<file path="src/rtl/mac_pkg.sv">
// Shared definitions for the MAC datapath: operand/product widths and the
// state encoding of the sequential multiplier.
package mac_pkg;

   localparam int OP_W   = 8;
   localparam int PROD_W = 16;

   typedef enum logic [1:0] {
      ST_IDLE = 2'd0,
      ST_BUSY = 2'd1,
      ST_DONE = 2'd2
   } state_t;

endpackage

</file>
<file path="src/rtl/adder_8_bit.sv">
// 8-bit ripple-carry adder with carry out; shared with the multiplier's
// per-iteration conditional add.
module adder_8_bit (
   input  logic [7:0] a,
   input  logic [7:0] b,
   output logic [7:0] sum,
   output logic       carry_out
);

   always_comb begin
      logic carry;
      sum   = '0;
      carry = 1'b0;
      for (int i = 0; i < 8; i++) begin
         sum[i] = a[i] ^ b[i] ^ carry;
         carry  = (a[i] & b[i]) | (carry & (a[i] ^ b[i]));
      end
      carry_out = carry;
   end

endmodule

</file>
<file path="src/rtl/multiplier_8_bit_seq.sv">
// Sequential unsigned 8x8 shift-and-add multiplier: one conditional add and
// a 17-bit right shift per clock, valid/ready on both operand and product.
module multiplier_8_bit_seq
   import mac_pkg::*;
#(
   parameter int WIDTH = OP_W,
   parameter int CNT_W = 3
) (
   input  logic               clk,
   input  logic               rst,
   input  logic               in_valid,
   output logic               in_ready,
   input  logic [WIDTH-1:0]   a,
   input  logic [WIDTH-1:0]   b,
   output logic               out_valid,
   input  logic               out_ready,
   output logic [2*WIDTH-1:0] product
);

   // Handshake: a transfer happens on a rising edge where valid and ready are
   // both high; the source holds its data stable until that edge.

   state_t             state;
   state_t             next_state;
   logic [WIDTH-1:0]   acc;
   logic [WIDTH-1:0]   mq;
   logic [WIDTH-1:0]   mcand;
   logic [CNT_W-1:0]   cnt;
   logic [WIDTH-1:0]   addend;
   logic [WIDTH-1:0]   sum;
   logic               carry;

   assign addend = mq[0] ? mcand : '0;

   adder_8_bit u_adder (
      .a         (acc),
      .b         (addend),
      .sum       (sum),
      .carry_out (carry)
   );

   always_ff @(posedge clk or posedge rst) begin
      if (rst) state <= ST_IDLE;
      else     state <= next_state;
   end

   always_comb begin
      next_state = state;
      case (state)
         ST_IDLE: if (in_valid) next_state = ST_BUSY;
         ST_BUSY: if (cnt == CNT_W'(WIDTH - 1)) next_state = ST_DONE;
         ST_DONE: if (out_ready) next_state = ST_IDLE;
         default: next_state = ST_IDLE;
      endcase
   end

   // The carry of each add lands in acc's MSB, so the product never overflows.
   always_ff @(posedge clk or posedge rst) begin
      if (rst) begin
         acc   <= '0;
         mq    <= '0;
         mcand <= '0;
         cnt   <= '0;
      end else begin
         case (state)
            ST_IDLE: begin
               if (in_valid) begin
                  mcand <= a;
                  mq    <= b;
                  acc   <= '0;
                  cnt   <= '0;
               end
            end
            ST_BUSY: begin
               {acc, mq} <= {carry, sum, mq[WIDTH-1:1]};
               cnt       <= cnt + 1'b1;
            end
            default: ;
         endcase
      end
   end

   assign in_ready  = (state == ST_IDLE);
   assign out_valid = (state == ST_DONE);
   assign product   = {acc, mq};

endmodule

</file>
<file path="config.mk">
export PLATFORM = sky130hd
export DESIGN_NAME = multiplier_8_bit_seq
export DESIGN_NICKNAME = d
export VERILOG_FILES = /design/src/rtl/mac_pkg.sv /design/src/rtl/adder_8_bit.sv /design/src/rtl/multiplier_8_bit_seq.sv
export SDC_FILE = /design/constraint.sdc
export NUM_CORES = 1
export LEC_CHECK = 0
export ABC_AREA = 1
export ABC_CLOCK_PERIOD_IN_PS = 6600
export BUFFER_PORTS_ARGS = -buffer_cell sky130_fd_sc_hd__buf_4
export CAP_MARGIN = 20
export CORE_MARGIN = 5
export CORE_UTILIZATION = 38
export CTS_BUF_LIST = sky130_fd_sc_hd__clkbuf_8
export CTS_CLUSTER_SIZE = 40
export DETAILED_ROUTE_END_ITERATION = 10
export GPL_ROUTABILITY_DRIVEN = 0
export SLEW_MARGIN = 10
export SYNTH_ARGS = -nofsm -noshare
export SYNTH_HDL_FRONTEND = slang
export SYNTH_SLANG_ARGS = --single-unit
export TNS_END_PERCENT = 50
</file>
<file path="constraint.sdc">
create_clock -name clk -period 6.6 [get_ports clk]
set_clock_uncertainty 0.15 [all_clocks]
set_input_delay 0.99 -clock clk [delete_from_list [all_inputs] [get_ports clk]]
set_output_delay 0.99 -clock clk [all_outputs]
set_load 0.005 [all_outputs]
</file>
* Word level (Yosys, flattened, before mapping)
Cells that the tools add are included.
** Word-level totals
- Bits in latches :: 0
- Register bits :: 29
- RAM bits :: 0
- Logic and storage cells :: 65
- Bits in read-only memories :: 0
- Output and inout port bits :: 18
- Input bits :: 20
- Memories :: 0
** Cells by class
- Divide/modulo/power cells :: 0
- Bitwise gates (word level) :: 37
- Multiply operators :: 0
- Reduce and logical (&&, ||, !) cells :: 5
- Equality and inequality tests :: 6
- Mux-type cells :: 11
- Shifts and indexed selects :: 0
- Magnitude comparators :: 0
- Add/subtract/negate cells :: 1
** Operator list (number)
- one-hot mux 8 bit (2 select lines) :: 2
- two-way mux 8 bit :: 3
- AND 1 bit :: 15
- bitwise XOR 1 bit :: 15
- OR 1 bit :: 7
- two-way mux 2 bit :: 3
- one-hot mux 2 bit (3 select lines) :: 1
- one-hot mux 3 bit (2 select lines) :: 1
- != test 2 bit (second input constant) :: 2
- AND reduction 2 bit :: 2
- adder 3 x 1 -> 3 bit (second input constant) :: 1
- == test 3 bit (second input constant) :: 1
- two-way mux 3 bit :: 1
- AND reduction 3 bit :: 1
- == test 2 x 1 -> 1 bit (second input constant) :: 1
- == test 2 bit (second input constant) :: 1
- logical NOT 2 bit :: 1
- != test 2 x 1 -> 1 bit (second input constant) :: 1
- nonzero test 2 bit :: 1

* Longest topological paths before layout
- Depth after elaboration :: 17
- Depth in mapped cells :: 15
- Gate-level depth less buffers :: 14

* Modules after synthesis
Synthesis repeated with hierarchy kept, for this count alone.
** Unflattened totals
- Cell total of the unflattened synthesis :: 189
- Area, all modules :: 1527.7 µm²
** By module, submodules not included
- multiplier_8_bit_seq :: cells an instance 171, times used 1, seq. area each 725.7 µm², area each 1337.5 µm²
- adder_8_bit :: cells an instance 18, times used 1, seq. area each 0.0 µm², area each 190.2 µm²

* Least setup slack after synthesis
Ideal clock, no wire load.
- Path type :: reg-to-reg
- From :: register mq[0]
- To :: register acc[6]
- Path slack :: 2.840 ns
- Arrival :: 3.493 ns
- Stages on the path, launching flop included :: 16
- Required time :: 6.333 ns
- Period minus slack after synthesis :: 3.760 ns
- Cell sequence :: dfrtp_1 > clkbuf_1 > nand2_1 > inv_1 > ha_1 > inv_1 > fa_1 > fa_1 > fa_1 > fa_1 > fa_1 > inv_1 > fa_1 > fa_1 > nand3_1 > nand2_1
** On the way
- Word-level cells in the longest chain between the ends :: 16
- Elaborated cells on any way between the ends :: 29
- Those cells by class :: 2 x mux; 27 x bitwise
** Ends and longest elaborated chain
- start, declared :: line multiplier_8_bit_seq.sv:26 : logic [WIDTH-1:0] mq;
- start signal, assigned :: line multiplier_8_bit_seq.sv:75 : {acc, mq} <= {carry, sum, mq[WIDTH-1:1]};
- two-way mux 8 bit (*) :: line multiplier_8_bit_seq.sv:33 : assign addend = mq[0] ? mcand : '0;
- AND 1 bit / bitwise XOR 1 bit (equally long branches) :: line adder_8_bit.sv:16 : carry = (a[i] & b[i]) | (carry & (a[i] ^ b[i]));
- AND 1 bit :: line adder_8_bit.sv:16
- OR 1 bit :: line adder_8_bit.sv:16
- AND 1 bit :: line adder_8_bit.sv:16
- OR 1 bit :: line adder_8_bit.sv:16
- AND 1 bit :: line adder_8_bit.sv:16
- OR 1 bit :: line adder_8_bit.sv:16
- AND 1 bit :: line adder_8_bit.sv:16
- OR 1 bit :: line adder_8_bit.sv:16
- AND 1 bit :: line adder_8_bit.sv:16
- OR 1 bit :: line adder_8_bit.sv:16
- AND 1 bit :: line adder_8_bit.sv:16
- OR 1 bit :: line adder_8_bit.sv:16
- bitwise XOR 1 bit (*) :: line adder_8_bit.sv:15 : sum[i] = a[i] ^ b[i] ^ carry;
- one-hot mux 8 bit (2 select lines) (*) :: line multiplier_8_bit_seq.sv:65 : case (state)
- end signal, assigned :: line multiplier_8_bit_seq.sv:75
- end, declared :: line multiplier_8_bit_seq.sv:25 : logic [WIDTH-1:0] acc;
Mark *: on every way between the ends. The rest lies on a longest branch, timed or not.
A chain may end at the register's enable or synchronous reset.

* Worst setup path in the final report
Ends and elaborated chain as after synthesis.

==> reports/results.ini <==
[clock_network]
insertion_delay_ps = 280
cts_setup_buffers = 0
post_cts_resized = 0
cts_made_buffers = 5
h-tree-depth = 2
cts_tree = built
path_clk_slew_ps = 60
cts.sinks = 29
cts_hold_buf = 0
cts.path.max_buffers = 2
root_buffer = clkbuf_8

[layout]
syn2layout_area_growth_pct = 27.0
diodes = 0
nFillCells = 363
finalNonFillerCells = 261
post-route-util_pct = 50.7
num-nets-final = 243
fin_area_mm2 = 0.00188
drive_above_1_share_pct = 23.5

[worst_setup_path]
rr_startpoint = mq[0]
cp.arrival_ps = 3870
crit_type = reg2reg
reg2reg_depth = 14
cp_max_fo = 10
required_ps = 6610
start_kind = flip-flop
r2r-end = acc[6]
cp-end-kind = flip-flop
reg2reg_setup_slack_ps = 2740
worstSetupStartpoint = mq[0]

[power_and_ir_drop]
peakVddDrop_mv = 0.182
leakage_nw = 1.02
p_per_area_mw_per_mm2 = 423
p_total_uw = 797

[grt]
grt.total_usage_pct = 14.0
grt_start_max_net_pins = 20
antenna_found_initial = 0
grt_pass1_wl_um = 5600
grt_pass1_vias = 1225
grt_overflow = 0

[logic_synthesis]
netlist_area_mm2 = 0.00148
syn_area_per_cell_um2 = 8.48
yosys_warnings = 0
synth_nets = 205
synth_cells = 175
synth-seq-area-share_pct = 48.9
ys_ff_latch = 29
ys_types = 16

[worst_hold_path]
hold_end = mcand[7]
hp-class = reg2reg
worstHoldPathCells = 2
hp-start = mcand[7]

[placement]
portBuffers = 37
hpwl_um = 2380
pre_cts_ws_ps = 2750
dp_cells = 254
placedInstanceArea_mm2 = 0.00180

[routing]
post_drt_via_cell_ratio = 4.82
first_pass_iters = 6
ant_nets = 0
drt_iter0_drc = 73
wl_per_cell_um = 12.8
drt-total-wl_um = 3330
drc = 0
vias = 1258

[floorplanning]
num_io_pins = 38
core_mm2 = 0.00372
start_util_pct = 39.9
fp-row-count = 22
fp.dieW_um = 72.5
design.die.area_mm2 = 0.00525
chipHeight_um = 72.5

[timing]
setup_viol = 0
fmax_mhz = 259
fin_crit_sh_pct = 58.5
period_minus_slack_ps = 3860
hold_ws_ps = 327
final_max_slew_viol_count = 0
slew_headroom_pct = 51.7
grt_setup_unrepaired = no
finalHoldViolations = 0
postLayoutSetupSlackWorst_ps = 2740
setup-tns-final_ps = 0
tightestPinTransition_ps = 724

[flow_run]
maxCapViolCount = 0

[status]
outcome = completed

==> placed cells by master, fill, tap and decap left out, types with 2 or more instances in the layout <==
| master | count |
|---|---|
| inv_1 | 12 |
| ha_1 | 3 |
| clkbuf_8 | 6 |
| nand2_2 | 2 |
| buf_4 | 38 |
| fa_1 | 7 |
| o21ai_0 | 7 |
| nand2_1 | 80 |
| dfrtp_1 | 29 |
| inv_2 | 2 |
| nand3_1 | 22 |
==> worst max path at each step <==
| stage | to | cells after the start |
|---|---|---|
| floorplan | acc[6] | 15 |
| global placement | acc[6] | 14 |
| detailed placement | acc[6] | 14 |
| CTS | acc[6] | 14 |
| global route | acc[6] | 14 |
| finish | acc[6] | 14 |
==> worst max-delay path, stage by stage, from the launching register on <==
cell	delay [ps]
dfrtp_1	520
nand2_1	90
inv_1	60
ha_1	140
inv_1	50
fa_1	380
fa_1	390
fa_1	390
fa_1	390
fa_1	360
inv_1	70
fa_1	170
fa_1	410
nand3_1	100
nand2_1	70
==> flip-flops by register name, summed over array words and instances (netlist names) <==
name   flops
mq         8
mcand      8
cnt        3
state      2
acc        8
==> synth_stat cells <==
cell type  count  share of area [%]
nand2_1       80                 20
dfrtp_1       29                 49
nand3_1       22                7.4
inv_1         11                2.8
fa_1           7                9.4
o21ai_0        7                2.4
buf_2          4                1.3
buf_4          3                1.5
ha_1           3                2.5
inv_2          2               0.51
nand2_2        2               0.84
clkbuf_1       1               0.25
nor2_1         1               0.25
nor2_4         1               0.76
o21ai_1        1               0.34
o31ai_1        1               0.51
==> metal layers <==
layer	GRT usage, %	part of all wire, %
met3	5.54	8.0
met1	17.8	44
met5	0	0
met2	21.9	47
met4	4.30	1.3
==> cells by family after synthesis <==
logic type / Yosys count / synth area share (%)
AOI/OAI and AO/OA: 9 / 3.20
adders and majority gates: 10 / 12.0
buffers and inverters: 21 / 6.41
and+or+nand+nor: 106 / 29.5
DFF: 29 / 48.9
==> power breakdown <==
part	switching, mW	leakage, nW	internal, mW	total (mW)
clock network	0.0624	0.0485	0.0809	0.143
logic	0.175	0.605	0.147	0.322
registers	0.0753	0.367	0.256	0.331
==> layout make-up <==
cell class	count	area [µm²]	area share (%)
clock inverter	1	3.75	0.199
inverter	13	48.8	2.59
timing repair buffer	39	300	15.9
sequential	29	726	38.5
clock buffer	6	82.6	4.38
tap	48	60.1	3.19
multi-input combinational	125	663	35.2
No activity file was read; power rests on OpenSTA's default activity.
